**src/rtl/hms_bcd_counter.sv**
```systemverilog
`timescale 1ns/1ps
// hms_bcd_counter: BCD time-of-day counter (hh:mm:ss) with a seconds prescaler,
// run/stop, and debounced clear / hour-set / minute-set pushbuttons.
// Optional feature macro: HMS_12H_EN selects the 12-hour build (01..12 with oPM).
// Without it the counter runs 00..23 and oPM is tied low.
module hms_bcd_counter #(
    parameter int CLK_HZ = 50_000_000
) (
    input  logic       iCLK_50MHZ,
    input  logic       iRST_N,
    input  logic       iRUN,
    input  logic       iKEY_CLR_N,
    input  logic       iKEY_HR_N,
    input  logic       iKEY_MIN_N,
    output logic [3:0] oTensBin3,
    output logic [3:0] oOnesBin3,
    output logic [3:0] oTensBin2,
    output logic [3:0] oOnesBin2,
    output logic [3:0] oTensBin1,
    output logic [3:0] oOnesBin1,
    output logic       oPM,
    output logic       oTick
);

    localparam int              PW      = $clog2(CLK_HZ);
    localparam logic [PW-1:0]   PRE_MAX = PW'(CLK_HZ - 1);
    localparam int              DEB_DIV = (CLK_HZ / 1000 < 1) ? 1 : CLK_HZ / 1000;
    localparam int              DW      = (DEB_DIV > 1) ? $clog2(DEB_DIV) : 1;
    localparam logic [DW-1:0]   DEB_MAX = DW'(DEB_DIV - 1);
`ifdef HMS_12H_EN
    localparam logic [7:0]      HR_RESET = 8'h12;
`else
    localparam logic [7:0]      HR_RESET = 8'h00;
`endif
    // Key vector bit positions.
    localparam int K_CLR = 0;
    localparam int K_HR  = 1;
    localparam int K_MIN = 2;

    logic [PW-1:0]   pre_q, pre_d;
    logic [DW-1:0]   deb_cnt_q, deb_cnt_d;
    logic [7:0]      sec_q, sec_d;
    logic [7:0]      min_q, min_d;
    logic [7:0]      hr_q, hr_d;
    logic            tick_q, tick_d;
    logic [2:0]      sync1_q, sync1_d;
    logic [2:0]      sync2_q, sync2_d;
    logic [2:0][2:0] hist_q, hist_d;
    logic [2:0]      pressed_q, pressed_d;
    logic [2:0]      press_q, press_d;
`ifdef HMS_12H_EN
    logic            pm_q, pm_d;
`endif
    logic            strobe;
    logic            tick;
    logic            carry_min;
    logic            carry_hr;

    // BCD mod-60 increment of a {tens, ones} pair.
    function automatic logic [7:0] inc_bcd60(input logic [7:0] v);
        logic [7:0] r;
        if (v[3:0] != 4'd9)      r = {v[7:4], v[3:0] + 4'd1};
        else if (v[7:4] != 4'd5) r = {v[7:4] + 4'd1, 4'd0};
        else                     r = 8'h00;
        return r;
    endfunction

    // BCD hour increment following the configured hour sequence.
    function automatic logic [7:0] inc_hours(input logic [7:0] v);
        logic [7:0] r;
`ifdef HMS_12H_EN
        if (v == 8'h12)          r = 8'h01;
`else
        if (v == 8'h23)          r = 8'h00;
`endif
        else if (v[3:0] == 4'd9) r = {v[7:4] + 4'd1, 4'd0};
        else                     r = {v[7:4], v[3:0] + 4'd1};
        return r;
    endfunction

    // Key synchronizers, 1 kHz debounce strobe and 4-sample stable filter.
    always_comb begin
        // NOTE: every comb output gets a default first so no path leaves it unassigned (no latch).
        sync1_d   = {iKEY_MIN_N, iKEY_HR_N, iKEY_CLR_N};
        sync2_d   = sync1_q;
        strobe    = (deb_cnt_q == DEB_MAX);
        deb_cnt_d = strobe ? '0 : deb_cnt_q + DW'(1);
        hist_d    = hist_q;
        pressed_d = pressed_q;
        press_d   = '0;
        for (int i = 0; i < 3; i++) begin
            if (strobe) begin
                hist_d[i] = {hist_q[i][1:0], sync2_q[i]};
                // Current sample plus the three held ones: four consecutive samples.
                if (!sync2_q[i] && hist_q[i] == 3'b000) begin
                    pressed_d[i] = 1'b1;
                    press_d[i]   = !pressed_q[i];
                end else if (sync2_q[i] && hist_q[i] == 3'b111) begin
                    pressed_d[i] = 1'b0;
                end
            end
        end
    end

    // Prescaler, BCD carry chain and set keys; CLR over set keys over tick carry.
    always_comb begin
        pre_d     = pre_q;
        sec_d     = sec_q;
        min_d     = min_q;
        hr_d      = hr_q;
        tick_d    = 1'b0;
        carry_min = 1'b0;
        carry_hr  = 1'b0;
`ifdef HMS_12H_EN
        pm_d      = pm_q;
`endif
        tick = iRUN && (pre_q == PRE_MAX);
        if (iRUN) pre_d = tick ? '0 : pre_q + PW'(1);

        if (tick) begin
            sec_d     = inc_bcd60(sec_q);
            carry_min = (sec_q == 8'h59);
            tick_d    = 1'b1;
        end

        // A minute set absorbs any carry arriving from seconds in the same cycle.
        if (press_q[K_MIN]) begin
            min_d = inc_bcd60(min_q);
        end else if (carry_min) begin
            min_d    = inc_bcd60(min_q);
            carry_hr = (min_q == 8'h59);
        end

        // An hour set and a carry into hours together still advance hours once.
        if (press_q[K_HR] || carry_hr) begin
            hr_d = inc_hours(hr_q);
`ifdef HMS_12H_EN
            if (hr_q == 8'h11) pm_d = !pm_q;
`endif
        end

        if (press_q[K_CLR]) begin
            pre_d  = '0;
            sec_d  = 8'h00;
            min_d  = 8'h00;
            hr_d   = HR_RESET;
            tick_d = 1'b0;
`ifdef HMS_12H_EN
            pm_d   = 1'b0;
`endif
        end
    end

    // State registers; keys reset to the released level.
    always_ff @(posedge iCLK_50MHZ or negedge iRST_N) begin
        if (!iRST_N) begin
            pre_q     <= '0;
            deb_cnt_q <= '0;
            sec_q     <= 8'h00;
            min_q     <= 8'h00;
            hr_q      <= HR_RESET;
            tick_q    <= 1'b0;
            sync1_q   <= 3'b111;
            sync2_q   <= 3'b111;
            hist_q    <= '1;
            pressed_q <= '0;
            press_q   <= '0;
`ifdef HMS_12H_EN
            pm_q      <= 1'b0;
`endif
        end else begin
            // NOTE: non-blocking so every flop samples pre-edge values regardless of statement order.
            pre_q     <= pre_d;
            deb_cnt_q <= deb_cnt_d;
            sec_q     <= sec_d;
            min_q     <= min_d;
            hr_q      <= hr_d;
            tick_q    <= tick_d;
            sync1_q   <= sync1_d;
            sync2_q   <= sync2_d;
            hist_q    <= hist_d;
            pressed_q <= pressed_d;
            press_q   <= press_d;
`ifdef HMS_12H_EN
            pm_q      <= pm_d;
`endif
        end
    end

    assign oTensBin3 = hr_q[7:4];
    assign oOnesBin3 = hr_q[3:0];
    assign oTensBin2 = min_q[7:4];
    assign oOnesBin2 = min_q[3:0];
    assign oTensBin1 = sec_q[7:4];
    assign oOnesBin1 = sec_q[3:0];
    assign oTick     = tick_q;
`ifdef HMS_12H_EN
    assign oPM       = pm_q;
`else
    assign oPM       = 1'b0;
`endif

endmodule
```
**config.mk**
```make
export PLATFORM = sky130hd
export DESIGN_NAME = hms_bcd_counter
export DESIGN_NICKNAME = d
export VERILOG_FILES = /design/src/rtl/hms_bcd_counter.sv
export SDC_FILE = /design/constraint.sdc
export NUM_CORES = 1
export LEC_CHECK = 0
export CORE_ASPECT_RATIO = 0.9
export CORE_UTILIZATION = 60
export CTS_BUF_LIST = sky130_fd_sc_hd__clkbuf_16
export CTS_CLUSTER_SIZE = 12
export DETAILED_ROUTE_END_ITERATION = 8
export PLACE_DENSITY = 0.81
export SETUP_SLACK_MARGIN = 0.1
export SYNTH_ARGS = -nofsm -noshare
export SYNTH_HDL_FRONTEND = slang
export SYNTH_SLANG_ARGS = --single-unit
```
**constraint.sdc**
```tcl
create_clock -name iCLK_50MHZ -period 4.65 [get_ports iCLK_50MHZ]
set_input_delay 0.93 -clock iCLK_50MHZ [delete_from_list [all_inputs] [get_ports iCLK_50MHZ]]
set_output_delay 0.93 -clock iCLK_50MHZ [all_outputs]
set_load 0.1 [all_outputs]
```
==> flow_summary.toml, run 1 <==
[clocking]
tritoncts.num_buffers = 9
reg_clk_slew_reported_paths_ns = 0.07
ctsRootBufferMaster = "sky130_fd_sc_hd__clkbuf_16"
tritoncts = "built"
post_cts_resize_count = 0
ctsLongestPathBuffers = 2
clock-sinks = 88
h-tree-depth = 3
post-cts-setup-buffers = 0
worst_skew_pair.late_latency_ns = 0.34
cts.hold.buffers_added = 0

[finish]
layout.filler_cells = 534
fin_util = 0.718
final_layout_size_suffix_gt1_frac = 0.0876
most-common-layout-cells = "sky130_fd_sc_hd__dfrtp_1 (73), sky130_fd_sc_hd__nand2_1 (58), sky130_fd_sc_hd__nor2_1 (42)"
commonest_non_fill_non_tap_cell_in_the_layout = "sky130_fd_sc_hd__dfrtp_1"
num-nets-final = 506
area.growth.synth_to_final_pct = 14.7
antenna_cells_inserted = 0

[die]
die_height_um = 83.7
die_x_um = 92.8
boundaryPins = 32
floorplan.initialDensity = 0.626
core_area_um2 = 7110
rows = 29
die_footprint_um2 = 7770

[worst_setup_path]
timing.critical_path.depth = 6
timing.setup.critical_path_class = "in2reg"
critical_path.max_stage_delay_ns = 0.69
worstPathBufferInverterCount = 1
worst_setup_path_start_kind = "primary input"
endpoint_kind = "flop"
path_cells = "clkdlybuf4s50_1 > and2_1 > and4_1 > nand2_1 > nand2_1 > o22ai_1"
path_max_fanout = 21
crit_path_top_delay_cell = "sky130_fd_sc_hd__clkdlybuf4s50_1"
count_of_cells_along_the_worst_register_to_register_path = 6
cp.arrival_ns = 3.28
critPathTopFamily = "simple AND/OR/NAND/NOR gates"
cpMostUsedCell = "sky130_fd_sc_hd__nand2_1"
required_ns = 4.84

[global_route]
grt_util_met2 = 0.393
wire_length_of_the_first_global_routing_pass_um = 15000
grt_pass1_vias = 3258
grt_antenna_before_repair = 0
m3_gr_usage = 0.0628
globalRouteTotalUtil = 0.243
grt_start_max_net_pins = 89
grt-ovfl-total = 0
grt_most_used_layer = "met2"
groute.layer.met1.usage = 0.328

[synth]
number_of_enable_flip_flop_cells_after_synthesis = 0
syn-num-nets = 479
synth_cells = 459
netlist_area_um2 = 4450
synth_async_sr_flop_share = 1.00
synthDistinctLibCells = 50
syn-mean-instance-area_um2 = 9.70
synth_flop_cell = "sky130_fd_sc_hd__dfrtp_1"
synth.yosys.seq_area_share = 0.499
postSynthRegisterBits = 88
yosysWarningCount = 0

[timing]
max_slew_violation_total_from_the_final_report = 0
max_freq_ghz = 0.324
fin_skew_ns = 0.00714
rsz_0062_raised_after_global_routing = "no"
hold_violations = 0
setup_total_negative_slack_ns = 0
max_slew.worst_pin.slew_ns = 1.09
post-route-period-util = 0.663
finalCriticalPeriod_ns = 3.08
setup_viol = 0
max_slew_margin = 0.271

[power_and_ir_drop]
static_leakage_nw = 2.29
power_density_cells_nw_per_um2 = 317
irDropWorstVdd_v = 0.000292

[worst_hold_path]
hold_path_class = "reg2reg"
hold-path-cell-count = 0

[run_status]
status = "finished, final reports clean"

[placed_design]
detailedPlacementHpwl_um = 5710
gp_routability_congestion = 0.775
port_buffers = 30

[route]
vias = 3420
drc_errors = 0
first_iter_violations = 207
avgViaCountPerCell = 5.86
routedWlPerCell_um = 14.8
detail-route-antenna-nets = 0
route.final.wire_length_um = 8650
detail_route.first_pass.iterations = 5

[run]
max_cap_viol_count = 0
==> worst paths after layout <==
kind | endpoint | slack, ns | startpoint
setup / recovery | pre_q[19]$_DFFE_PN0P_ | 1.57 | iRUN
hold / removal | sync2_q[1]$_DFF_PN1_ | 0.36 | sync1_q[1]$_DFF_PN1_
setup reg to reg | pre_q[19]$_DFFE_PN0P_ | 2.19 | pre_q[0]$_DFFE_PN0P_
hold reg to reg | sync2_q[1]$_DFF_PN1_ | 0.36 | sync1_q[1]$_DFF_PN1_
max in group asynchronous | deb_cnt_q[2]$_DFF_PN0_ | 3.15 | iRST_N
min in group asynchronous | hr_q[3]$_DFFE_PN0P_ | 0.73 | iRST_N
==> per-layer routing <==
metal / wire length, um / part of all wire / vias to the layer above
li1: - / - / 1658
met1: 4100 / 0.47 / 1677
met2: 4120 / 0.48 / 76
met3: 343 / 0.040 / 9
met4: 91 / 0.011 / 0
met5: 0 / 0 / -
==> power by group <==
part,internal (mW),switching [mW],total [mW]
Combinational,0.0247,0.0424,0.0671
Clock,0.408,0.325,0.733
Sequential,0.792,0.0291,0.821
==> synth_stat cells, types with 2 or more instances <==
cell type	n	area, um^2
sky130_fd_sc_hd__nand4_1	11	68.8
sky130_fd_sc_hd__nor2_1	42	158
sky130_fd_sc_hd__or2_2	2	12.5
sky130_fd_sc_hd__mux2i_1	4	40.0
sky130_fd_sc_hd__or3b_2	2	17.5
sky130_fd_sc_hd__dfrtp_1	73	1830
sky130_fd_sc_hd__nor3b_1	2	15.0
sky130_fd_sc_hd__and3b_1	5	43.8
sky130_fd_sc_hd__buf_4	3	22.5
sky130_fd_sc_hd__xor2_1	22	193
sky130_fd_sc_hd__nand3b_1	3	22.5
sky130_fd_sc_hd__and4_1	7	61.3
sky130_fd_sc_hd__a31oi_1	2	12.5
sky130_fd_sc_hd__and3_1	11	68.8
sky130_fd_sc_hd__clkbuf_1	9	33.8
sky130_fd_sc_hd__nor4b_2	2	30.0
sky130_fd_sc_hd__o21ai_0	22	110
sky130_fd_sc_hd__a21oi_1	22	110
sky130_fd_sc_hd__dfstp_2	15	394
sky130_fd_sc_hd__a32o_1	3	30.0
sky130_fd_sc_hd__nand2b_1	4	25.0
sky130_fd_sc_hd__nor3_1	11	55.1
sky130_fd_sc_hd__ha_1	14	175
sky130_fd_sc_hd__and2_1	7	43.8
sky130_fd_sc_hd__nand3_1	30	150
sky130_fd_sc_hd__or3_1	7	43.8
sky130_fd_sc_hd__inv_1	14	52.6
sky130_fd_sc_hd__nor4b_1	2	17.5
sky130_fd_sc_hd__o22ai_1	2	12.5
sky130_fd_sc_hd__nor4_1	2	12.5
sky130_fd_sc_hd__xnor2_1	11	96.3
sky130_fd_sc_hd__or4_1	7	52.6
sky130_fd_sc_hd__buf_2	3	15.0
sky130_fd_sc_hd__nor4bb_1	2	20.0
sky130_fd_sc_hd__or4b_1	2	20.0
sky130_fd_sc_hd__nand2_1	58	218
sky130_fd_sc_hd__o32ai_1	3	26.3
sky130_fd_sc_hd__nor2b_1	6	37.5
==> state kept, by name, indices dropped and copies added (netlist names) <==
name / count
pre_q: 26
sec_q: 8
pressed_q: 3
hr_q: 8
deb_cnt_q: 16
sync2_q: 3
sync1_q: 3
min_q: 8
hist_q: 9
press_q: 3
oTick: 1
==> cell type report <==
cell class              count  area [um^2]  area share
clock inverters             6         55.1      0.0108
repair buffers             31          305      0.0598
inverters                  14         52.6      0.0103
multi-input cells         342         2110       0.413
clock buffers              10          250      0.0490
well taps                  93          116      0.0228
flip-flops and latches     88         2220       0.435
==> stage by stage <==
step / hold slack, ns / power [mW] / worst slack [ns] / std cells / instance area [um^2]
after detailed placement: 0.347 / 0.902 / 1.22 / 568 / 4800
after global placement: 0.346 / 0.897 / 1.31 / 568 / 4800
after floorplan: 0.345 / 0.869 / 2.04 / 459 / 4450
after CTS: 0.357 / 1.64 / 1.57 / 584 / 5110
after global routing: 0.360 / 1.67 / 1.35 / 584 / 5110
final: 0.356 / 1.62 / 1.57 / 584 / 5110
==> cells by family (layout without fill, tap and decap cells) <==
group,Yosys count,in the layout,share of synthesized area
compound gates,60,60,0.0784
xor+xnor,33,33,0.0649
fa+ha+maj,14,14,0.0393
buf+inv,29,61,0.0278
flops,88,88,0.499
mux,5,5,0.0115
other cells,1,1,0.000842
simple gates,229,229,0.278
Note: power is estimated with default switching activity, not from simulation.
==> inputs of run 2 (changes only) <==
CORE_UTILIZATION = 59   (was 60)
PLACE_DENSITY = 0.8   (was 0.81)
clock period = 3.1 ns   (was 4.65 ns; I/O delays follow)
==> run 2 against run 1 <==
  * Setup slack worse by 0.86 ns
  * Wire length up 2.0%
  * Sequential share of layout area up 0.14 points
  * Cell count up 0.86%
  * Sequential cell count unchanged
  * First-iteration DRC count down 29%
  * Via count up 0.96%
  * Core utilization down 0.95 points
  * Sequential power up 50%
  * Clock skew down 0.0032 ns
  * Die area up 1.7%
  * Combinational power up 59%
  * Critical path type unchanged
  * Critical endpoint is now sec_q[2]$_DFFE_PN0P_
  * Largest cell class unchanged
==> flow_summary.toml, run 2 (synthesized netlist as in run 1, its figures left out) <==
[placed_design]
placement.cell_area_um2 = 4780
detailedPlacementHpwl_um = 6040
gp_routability_congestion = 0.798
placed_cells_incl_taps = 573
port_buffers = 30
place_ws_ns = 0.395

[clocking]
tritoncts = "built"
post-cts-setup-buffers = 0
cts.hold.buffers_added = 0
tritoncts.num_buffers = 9
ctsLongestPathBuffers = 2
ctsRootBufferMaster = "sky130_fd_sc_hd__clkbuf_16"
h-tree-depth = 3
reg_clk_slew_reported_paths_ns = 0.06
worst_skew_pair.late_latency_ns = 0.34
clock-sinks = 88
post_cts_resize_count = 0

[worst_setup_path]
endpoint_kind = "flop"
path_max_fanout = 13
path_cells = "clkdlybuf4s50_1 > and2_1 > and4_1 > nand2_1 > or4_1 > a21oi_1"
cp.arrival_ns = 2.66
timing.setup.critical_path_class = "in2reg"
required_ns = 3.36
crit_path_top_delay_cell = "sky130_fd_sc_hd__or4_1"
critical_path.max_stage_delay_ns = 0.54
worst_setup_path_start_kind = "primary input"

[timing]
rsz_0062_raised_after_global_routing = "no"
finalCriticalPeriod_ns = 2.40
finalWorstSetupSlack_ns = 0.702
fin_skew_ns = 0.00393
post-route-period-util = 0.773
max_slew_violation_total_from_the_final_report = 0
max_freq_ghz = 0.417
max_slew_margin = 0.575
setup_viol = 0
hold_violations = 0
setup_total_negative_slack_ns = 0
max_slew.worst_pin.slew_ns = 0.637

[die]
die_footprint_um2 = 7900
core_area_um2 = 7180
floorplan.initialDensity = 0.620
die_x_um = 93.6
die_height_um = 84.4
rows = 29
boundaryPins = 32

[route]
detail_route.first_pass.iterations = 5
avgViaCountPerCell = 5.86
first_iter_violations = 146
drc_errors = 0
vias = 3453
route.final.wire_length_um = 8830
detail-route-antenna-nets = 0
routedWlPerCell_um = 15.0

[finish]
area.growth.synth_to_final_pct = 14.4
commonest_non_fill_non_tap_cell_in_the_layout = "sky130_fd_sc_hd__dfrtp_1"
final_layout_size_suffix_gt1_frac = 0.141
antenna_cells_inserted = 0
largest_registers = "pre_q: 26 flops, deb_cnt_q: 16 flops, hist_q: 9 flops"
fin_area_um2 = 5090
num-nets-final = 511
finish.cell_count_without_fillers = 589
largest_register_ff_count = 26
top_register = "pre_q"
most-common-layout-cells = "sky130_fd_sc_hd__dfrtp_1 (73), sky130_fd_sc_hd__nand2_1 (58), sky130_fd_sc_hd__nor2_1 (42)"

[global_route]
grt_start_max_net_pins = 42
globalRouteTotalUtil = 0.242
grt-ovfl-total = 0
grt_pass1_vias = 3200
grt_antenna_before_repair = 0
wire_length_of_the_first_global_routing_pass_um = 14900

[run_status]
status = "finished, final reports clean"

[power_and_ir_drop]
irDropWorstVdd_v = 0.000380
power_density_cells_nw_per_um2 = 486
static_leakage_nw = 2.37
finalPower_mw = 2.47

[worst_hold_path]
hold_path_class = "in2async"

[run]
max_cap_viol_count = 0
run 2: cell count changes in the layout (fill, tap and decap cells not counted), sizes merged:
cell | before | now
buf | 2 | 32
bufinv | 0 | 2
clkbuf | 10 | 9
clkdlybuf4s50 | 29 | 4
clkinv | 0 | 3
inv | 20 | 16
run 2: final cells by class:
| class | count | area (um^2) |
|---|---|---|
| Tap cell | 93 | 116 |
| Fill cell | 532 | 2090 |
| Clock buffer | 9 | 225 |
| Timing Repair Buffer | 36 | 280 |
| Clock inverter | 7 | 88.8 |
| Sequential cell | 88 | 2220 |
| Inverter | 14 | 52.6 |
| Multi-Input combinational cell | 342 | 2110 |
run 2: per-stage QoR:
stage,utilization,hold slack [ns]
2_1_floorplan,-,0.324
3_3_place_gp,0.665,0.345
3_5_place_dp,0.665,0.347
4_1_cts,0.709,0.276
5_1_grt,0.709,0.305
6_report,0.709,0.258
run 2: final timing paths:
kind | startpoint | to | slack (ns) | cells after the start
min in group iCLK_50MHZ | sync1_q[1]$_DFF_PN1_ | sync2_q[1]$_DFF_PN1_ | 0.36 | 0
worst min register to register | sync1_q[1]$_DFF_PN1_ | sync2_q[1]$_DFF_PN1_ | 0.36 | 0
worst max-delay path | iRUN | sec_q[2]$_DFFE_PN0P_ | 0.70 | 6
worst min-delay path | iRST_N | hr_q[1]$_DFFE_PN0P_ | 0.26 | 1
worst max register to register | pre_q[0]$_DFFE_PN0P_ | sec_q[2]$_DFFE_PN0P_ | 0.79 | 6
max in group asynchronous | iRST_N | sync2_q[0]$_DFF_PN1_ | 2.07 | 2
run 2: critical path: cells and delay by family:
kind                   cells  cell delay, ns
AOI/OAI and AO/OA          1            0.15
buffers and inverters      1            0.50
and+or+nand+nor            4            1.38
run 2: metal layers:
| layer | up-vias | wire length, um | share of wire | track usage |
|---|---|---|---|---|
| met1 | 1679 | 3990 | 0.45 | 0.324 |
| met5 | - | 0 | 0 | 0 |
| met3 | 9 | 421 | 0.048 | 0.0543 |
| li1 | 1672 | - | - | - |
| met4 | 0 | 127 | 0.014 | 0.0769 |
| met2 | 93 | 4290 | 0.49 | 0.394 |
run 2: report_power, final:
| part | internal [mW] | switching (mW) |
|---|---|---|
| Combinational | 0.0395 | 0.0673 |
| Clock | 0.700 | 0.435 |
| Sequential | 1.19 | 0.0429 |
